===== src/rtl/instr_fetch.sv =====
// instr_fetch: fetch stage sitting directly after the program counter register.
//
// Reads one word at the current PC from instruction memory over a req/ack handshake.
// It then presents that word to decode over a valid/ready handshake.
// The PC is held through pc_stall until decode accepts the word.
// A flush (taken branch or jump) discards the fetch that is in flight.
//
// Optional feature (macro IFETCH_TIMEOUT_EN):
//   A fetch that gets no mem_ack for TIMEOUT_CYCLES cycles is aborted.
//   Decode then receives RESET_INSTR with fetch_err set.
//   Without the macro, fetches wait indefinitely and fetch_err is always 0.
//
// Ports:
//   clk          in   system clock, rising edge
//   clr          in   asynchronous active-high reset
//   pc_val       in   current PC
//   flush        in   discard current fetch / instruction
//   instr_ready  in   decode accepts instr this cycle
//   instr        out  fetched instruction
//   instr_pc     out  address instr was fetched from
//   instr_valid  out  instr / instr_pc valid
//   pc_stall     out  hold PC; low only on the accept cycle
//   mem_read     out  memory read request, held until mem_ack
//   mem_addr     out  word-aligned read address
//   mem_rdata    in   read data, sampled when mem_ack = 1
//   mem_ack      in   read complete
//   fetch_err    out  instr is a timeout substitute
module instr_fetch #(
  parameter logic [31:0] RESET_INSTR    = 32'h0000_0013,
  parameter int unsigned TIMEOUT_CYCLES = 255,
  parameter int unsigned CNT_W          = 8
) (
  input  logic        clk,
  input  logic        clr,
  input  logic [31:0] pc_val,
  input  logic        flush,
  input  logic        instr_ready,
  output logic [31:0] instr,
  output logic [31:0] instr_pc,
  output logic        instr_valid,
  output logic        pc_stall,
  output logic        mem_read,
  output logic [31:0] mem_addr,
  input  logic [31:0] mem_rdata,
  input  logic        mem_ack,
  output logic        fetch_err
);

  typedef enum logic [1:0] {StIdle, StFetch, StValid, StDrop} state_e;

  state_e      state_q, state_d;
  logic [31:0] addr_q, addr_d;
  logic [31:0] instr_q, instr_d;
  logic [31:0] instr_pc_q, instr_pc_d;
  logic        err_q, err_d;
  logic        timeout;

`ifdef IFETCH_TIMEOUT_EN
  logic [CNT_W-1:0] cnt_q, cnt_d;

  // The timeout fires in the cycle in which the count would reach TIMEOUT_CYCLES.
  assign timeout = ~mem_ack && (cnt_q == CNT_W'(TIMEOUT_CYCLES - 1));

  always_comb begin
    cnt_d = cnt_q;
    unique case (state_q)
      StIdle:  cnt_d = '0;  // the next state is always FETCH
      StFetch: begin
        if (!mem_ack && flush) begin
          cnt_d = '0;         // entry to DROP
        end else if (!mem_ack) begin
          cnt_d = cnt_q + 1'b1;
        end
      end
      StDrop:  if (!mem_ack) cnt_d = cnt_q + 1'b1;
      default: cnt_d = cnt_q;
    endcase
  end

  always_ff @(posedge clk or posedge clr) begin
    if (clr) cnt_q <= '0;
    else     cnt_q <= cnt_d;
  end
`else
  logic unused_timeout_cfg;
  assign unused_timeout_cfg = (TIMEOUT_CYCLES == 0) || (CNT_W == 0);
  assign timeout = 1'b0;
`endif

  always_comb begin
    state_d    = state_q;
    addr_d     = addr_q;
    instr_d    = instr_q;
    instr_pc_d = instr_pc_q;
    err_d      = err_q;
    unique case (state_q)
      StIdle: begin
        // A stray mem_ack here belongs to nothing and is ignored.
        addr_d  = pc_val;
        state_d = StFetch;
      end
      StFetch: begin
        if (mem_ack) begin
          if (flush) begin
            state_d = StIdle;
          end else begin
            instr_d    = mem_rdata;
            instr_pc_d = addr_q;
            err_d      = 1'b0;
            state_d    = StValid;
          end
        end else if (flush) begin
          state_d = StDrop;
        end else if (timeout) begin
          instr_d    = RESET_INSTR;
          instr_pc_d = addr_q;
          err_d      = 1'b1;
          state_d    = StValid;
        end
      end
      StDrop: begin
        // Wait for the abandoned read to complete so its ack cannot be mistaken for a new one.
        if (mem_ack || timeout) state_d = StIdle;
      end
      StValid: begin
        if (flush || instr_ready) begin
          err_d   = 1'b0;
          state_d = StIdle;
        end
      end
      default: state_d = StIdle;
    endcase
  end

  always_ff @(posedge clk or posedge clr) begin
    if (clr) begin
      state_q    <= StIdle;
      addr_q     <= '0;
      instr_q    <= RESET_INSTR;
      instr_pc_q <= '0;
      err_q      <= 1'b0;
    end else begin
      state_q    <= state_d;
      addr_q     <= addr_d;
      instr_q    <= instr_d;
      instr_pc_q <= instr_pc_d;
      err_q      <= err_d;
    end
  end

  assign instr       = instr_q;
  assign instr_pc    = instr_pc_q;
  assign instr_valid = (state_q == StValid);
  assign mem_read    = (state_q == StFetch) || (state_q == StDrop);
  // addr_q only changes on leaving IDLE, so the address holds outside FETCH/DROP.
  assign mem_addr    = {addr_q[31:2], 2'b00};
  assign pc_stall    = ~((state_q == StValid) && instr_ready && !flush);
  assign fetch_err   = err_q;

endmodule

===== config.mk =====
export PLATFORM = sky130hd
export DESIGN_NAME = instr_fetch
export DESIGN_NICKNAME = d
export VERILOG_FILES = /design/src/rtl/instr_fetch.sv
export SDC_FILE = /design/constraint.sdc
export NUM_CORES = 1
export LEC_CHECK = 0
export ABC_AREA = 1
export ABC_CLOCK_PERIOD_IN_PS = 5300
export CAP_MARGIN = 20
export CORE_AREA = 5 5 118 120
export CTS_BUF_LIST = sky130_fd_sc_hd__clkbuf_8 sky130_fd_sc_hd__clkbuf_16
export DETAILED_ROUTE_END_ITERATION = 12
export DIE_AREA = 0 0 123 125
export GPL_ROUTABILITY_DRIVEN = 1
export PLACE_DENSITY = 0.63
export SYNTH_ARGS = -nofsm -noshare
export SYNTH_HDL_FRONTEND = slang
export SYNTH_SLANG_ARGS = --single-unit
export TNS_END_PERCENT = 1

===== constraint.sdc =====
create_clock -name clk -period 5.3 [get_ports clk]
set_clock_uncertainty 0.1 [all_clocks]
set_input_delay 1.06 -clock clk [delete_from_list [all_inputs] [get_ports clk]]
set_output_delay 1.06 -clock clk [all_outputs]
set_load 0.02 [all_outputs]

==> results of run 1 <==
how the worst min path moves through the flow:
stage                              end          from  slack (ns)  cells past startpoint
after global routing          instr[4]      instr[4]        0.40                      2
after CTS                     instr[4]      instr[4]        0.38                      2
after floorplan            instr_pc[0]     addr_q[0]        0.39                      2
after global placement    instr_pc[19]  instr_pc[19]        0.37                      2
final                         instr[4]      instr[4]        0.37                      2
after detailed placement      instr[4]      instr[4]        0.37                      2
worst register-to-register path: stages (launching register included):
cell     delay, ns
dfrtp_1       0.51
inv_2         0.09
nor2_4        0.13
nand3_4       0.58
buf_12        0.52
nand2_1       0.14
o21ai_2       0.05
metrics by stage:
stage	utilization	hold slack [ns]	setup slack [ns]	area, um^2	std cells
final	0.469	0.374	1.81	6030	739
after global routing	0.469	0.403	1.76	6030	739
after detailed placement	0.442	0.366	1.81	5690	722
after global placement	0.442	0.365	1.80	5690	722
after CTS	0.467	0.376	1.80	6010	738
after floorplan	-	0.388	1.58	4210	433
cell usage in the layout (no fill, tap or decap), drive strengths merged:
master and n:
clkdlybuf4s50 165, nand2 99, o21ai 98, dfrtp 95, inv 72, clkbuf 13, buf 4, a21oi 3
conb 3, dfstp 3, nor2 3, nand3 3, o211ai 1, bufinv 1
flip-flops by register name, indices dropped and copies added (netlist names):
register	flops
addr_q	32
instr	32
instr_pc	32
state_q	2
kinds of logic (layout without fill, tap and decap cells):
| group | Yosys count | in the layout |
|---|---|---|
| buf+inv | 125 | 255 |
| simple gates | 105 | 105 |
| compound gates | 102 | 102 |
| flops | 98 | 98 |
| other cells | 1 | 3 |
power breakdown:
group | switching [mW] | internal [mW]
Sequential | 0.194 | 1.10
Combinational | 0.998 | 0.818
Clock | 0.261 | 0.414
area by class of cell:
type	instances	area [um^2]
fillers	1245	6840
repair buffers	169	1710
inverters	70	265
flip-flops and latches	98	2460
multi-input cells	210	1070
clock buffers	13	280
well taps	176	220
clock inverters	3	37.5
metal layers:
metal | share of wire | up-vias | track usage
met5 | 0 | - | 0
met4 | 0.0073 | 0 | 0.0371
met3 | 0.079 | 6 | 0.0488
met2 | 0.48 | 93 | 0.205
met1 | 0.43 | 1426 | 0.164
li1 | - | 1544 | -
==> flow_summary.ini, run 1 <==
[logic_synthesis]
syn_area_per_cell_um2 = 9.75
yosys_most_used_dff = dfrtp_1
synth_fa_ha_area_frac = 0
yosysTopAreaCell = dfrtp_1
yosys_warnings = 0
ys_ff_latch = 98
synthArstFlopShare = 1.00
synth_top_area_share = 0.566
seq_area_frac_synth = 0.585
synth_xor_area_frac = 0
synth.most_common_cell = nand2_1
synth_edf_count = 0
netlist_area_mm2 = 0.00420
synth_compound_area_frac = 0.150
synth_cell_type_count = 20
ys_top_cells_by_area = dfrtp_1 57%, nand2_1 8.8%, o21ai_2 6.5%
synth_commonest_cells = 99 x nand2_1, 95 x dfrtp_1, 69 x inv_1
synth.area.mux_share = 0
synthCells = 431
synth_top_family_by_area = buffers and inverters
synth_simple_gate_area_frac = 0.0983

[clock_network]
cts_resized = 0
numCtsBuffers = 9
clk_latency_ns = 0.33
cts_root_buffer = clkbuf_16
clock_sinks = 98
cts_max_level = 3
post-cts-setup-buffer-count = 0
cts_tree = yes
hold_buffers = 0
clkTransAtPathRegs_ns = 0.07
clock_path_buffers = 2

[timing]
fmax_mhz = 286
setup_violations = 0
period_share = 0.659
worstMarginPinSlew_ns = 0.805
relSlewSlack = 0.463
hold_violations = 0
min_period_ns = 3.49
grt_setup_unrepaired = no
report.final.slew_viol_count = 0
finalSetupTns_ns = 0

[pwr]
power.total_mw = 3.79
p_leak_nw = 2.80
power_density_mw_per_mm2 = 628
peakVddDrop_v = 0.000281

[worst_setup_path]
cpMostUsedCell = clkdlybuf4s50_1
cp_max_fo = 5
setup.worst_path.end = pc_stall
path_cells = clkdlybuf4s50_1 -> inv_1 -> nand3_1 -> clkdlybuf4s50_1
reg2reg_from = state_q[0]
crit_required_ns = 4.14
cp_slowest_cell = clkdlybuf4s50_1
crit_arrival_ns = 2.33
startpoint_type = input pin
cp_num_buf_inv = 3
r2r_setup_slack_ns = 3.05
r2r_cells = 6
crit_type = in2out
path_delay_family = buffers and inverters
path_depth = 4
r2r-end = instr_pc[20]
end_kind = primary output
cpPeakStageDelay_ns = 0.60
critPathLaunch = flush

[route]
routed_wl_um = 9710
drt_pass1_iterations = 4
via_count = 3069
wl_per_cell_um = 13.1
viasPerCell = 4.15
drt-initial-drc-count = 139
ant_nets = 0
drc = 0

[placement]
port_buffers = 165
gp_congestion = 0.751
hpwlAfterDp_um = 7000

[die]
die_y_um = 125
row_count = 42
die-area_mm2 = 0.0154
io_pins = 169
fp.dieW_um = 123
core-area_mm2 = 0.0129
start_util = 0.326

[run]
cap_violations = 0

[status]
outcome = completed

[global_routing]
grt-ovfl-total = 0
grt_pass1_vias = 3100
grt_max_degree = 78
antenna_found_initial = 0
grt_pass1_wl_um = 15900
grtUsageTotal = 0.129

[min_path]
hp-class = reg2reg

[finish]
synthToLayoutAreaGrowth_pct = 43.6
drive_above_1_share = 0.101
num-nets-final = 627
diodes = 0
(Power assumes the default switching activity.)
==> run 2: changes to the inputs <==
Settings changed: ABC_CLOCK_PERIOD_IN_PS 5300 to 3400.
Clock period 5.3 ns to 3.4 ns, I/O delays scaled along.
==> flow_summary.ini, run 2 (synthesized netlist as in run 1, its figures left out) <==
[status]
outcome = completed

[die]
io_pins = 169
core-area_mm2 = 0.0129
die-area_mm2 = 0.0154
row_count = 42
fp.dieW_um = 123
start_util = 0.326
die_y_um = 125

[route]
via_count = 3057
routed_wl_um = 9630
ant_nets = 0
drt-initial-drc-count = 135
drc = 0
drt_pass1_iterations = 4
viasPerCell = 4.14
wl_per_cell_um = 13.0

[clock_network]
cts_root_buffer = clkbuf_16
clock_path_buffers = 2
cts_resized = 0
cts_max_level = 3
clk_latency_ns = 0.34
clock_sinks = 98
cts_tree = yes
clkTransAtPathRegs_ns = 0.06
numCtsBuffers = 9
hold_buffers = 0
post-cts-setup-buffer-count = 0

[worst_setup_path]
end_kind = primary output
cp_slowest_cell = clkdlybuf4s50_1
cpMostUsedCell = clkdlybuf4s50_1
r2r_cells = 3
startpoint_type = input pin
cp_max_fo = 5
cpPeakStageDelay_ns = 0.60
crit_arrival_ns = 1.97
crit_type = in2out
path_cells = clkdlybuf4s50_1 -> inv_1 -> nand3_1 -> clkdlybuf4s50_1
crit_required_ns = 2.62

[min_path]
holdPathStages = 2
hp-class = reg2reg

[finish]
seqCellArea_mm2 = 0.00246
final_cell_mix = 165 x clkdlybuf4s50_1, 99 x nand2_1, 95 x dfrtp_1
multiInputGateArea_mm2 = 0.00107
num-nets-final = 626
final_cells = 738
diodes = 0
synthToLayoutAreaGrowth_pct = 43.1
drive_above_1_share = 0.101
layout_commonest_cell = clkdlybuf4s50_1
fillers = 1266

[placement]
port_buffers = 165
dp.cells = 722
gp_congestion = 0.756
hpwlAfterDp_um = 6780

[timing]
relSlewSlack = 0.554
finalSetupTns_ns = 0
worstMarginPinSlew_ns = 0.668
hold_violations = 0
period_share = 0.808
fmax_mhz = 364
worst_hold_slack_ns = 0.372
setup_violations = 0
grt_setup_unrepaired = no
report.final.slew_viol_count = 0
min_period_ns = 2.75

[global_routing]
grt_max_degree = 129
grt_util_met1 = 0.163
grtUsageTotal = 0.127
grt_pass1_vias = 3099
antenna_found_initial = 0
busiest_layer = met2
use_met3 = 0.0492
grt-ovfl-total = 0
grt_pass1_wl_um = 15600
grt.met2_usage = 0.199

[run]
cap_violations = 0

[pwr]
power.total_mw = 5.87
peakVddDrop_v = 0.000401
power_density_mw_per_mm2 = 975
p_leak_nw = 2.78
[run 2: cell count changes in the layout (fill, tap and decap cells not counted)]
cell        previous run  this run
buf_4                  2         1
clkbuf_8               4         2
clkinv_2               0         1
clkinvlp_4             0         2
inv_1                 70        69
[run 2: final timing paths]
check / startpoint / endpoint / slack (ns)
worst min-delay path: instr[1] / instr[1] / 0.37
worst max register to register: state_q[0] / addr_q[5] / 1.54
min in group asynchronous: clr / instr[2] / 0.68
max in group asynchronous: clr / instr[4] / 1.77
worst max-delay path: flush / pc_stall / 0.65
worst min register to register: instr[1] / instr[1] / 0.37
[run 2: final cells by class]
class,instances,area share
Tap cell,176,0.0366
Inverter,70,0.0441
Clock buffer,11,0.0420
Timing Repair Buffer,168,0.283
Clock inverter,5,0.00895
Multi-Input combinational cell,210,0.177
Sequential cell,98,0.408
[run 2: power by group]
group	internal [mW]	switching, mW
registers	1.72	0.295
logic	1.27	1.55
clock network	0.606	0.424
[run 2: worst max-delay path, delay by kind of cell]
family / cells / cell delay (ns)
AND/OR/NAND/NOR: 1 / 0.10
buffers and inverters: 3 / 1.18
[run 2: routing by layer]
layer,routed length [um],vias to the layer above
met4,111,0
met1,4190,1413
met5,0,-
met2,4560,93
met3,769,9
li1,-,1542
[run 2: metrics by stage]
stage / worst slack (ns) / util / cell area (um^2)
3_5_place_dp: 0.658 / 0.443 / 5710
5_1_grt: 0.580 / 0.467 / 6010
3_3_place_gp: 0.657 / 0.443 / 5710
6_report: 0.653 / 0.467 / 6010
4_1_cts: 0.648 / 0.467 / 6010
2_1_floorplan: 0.0629 / - / 4210
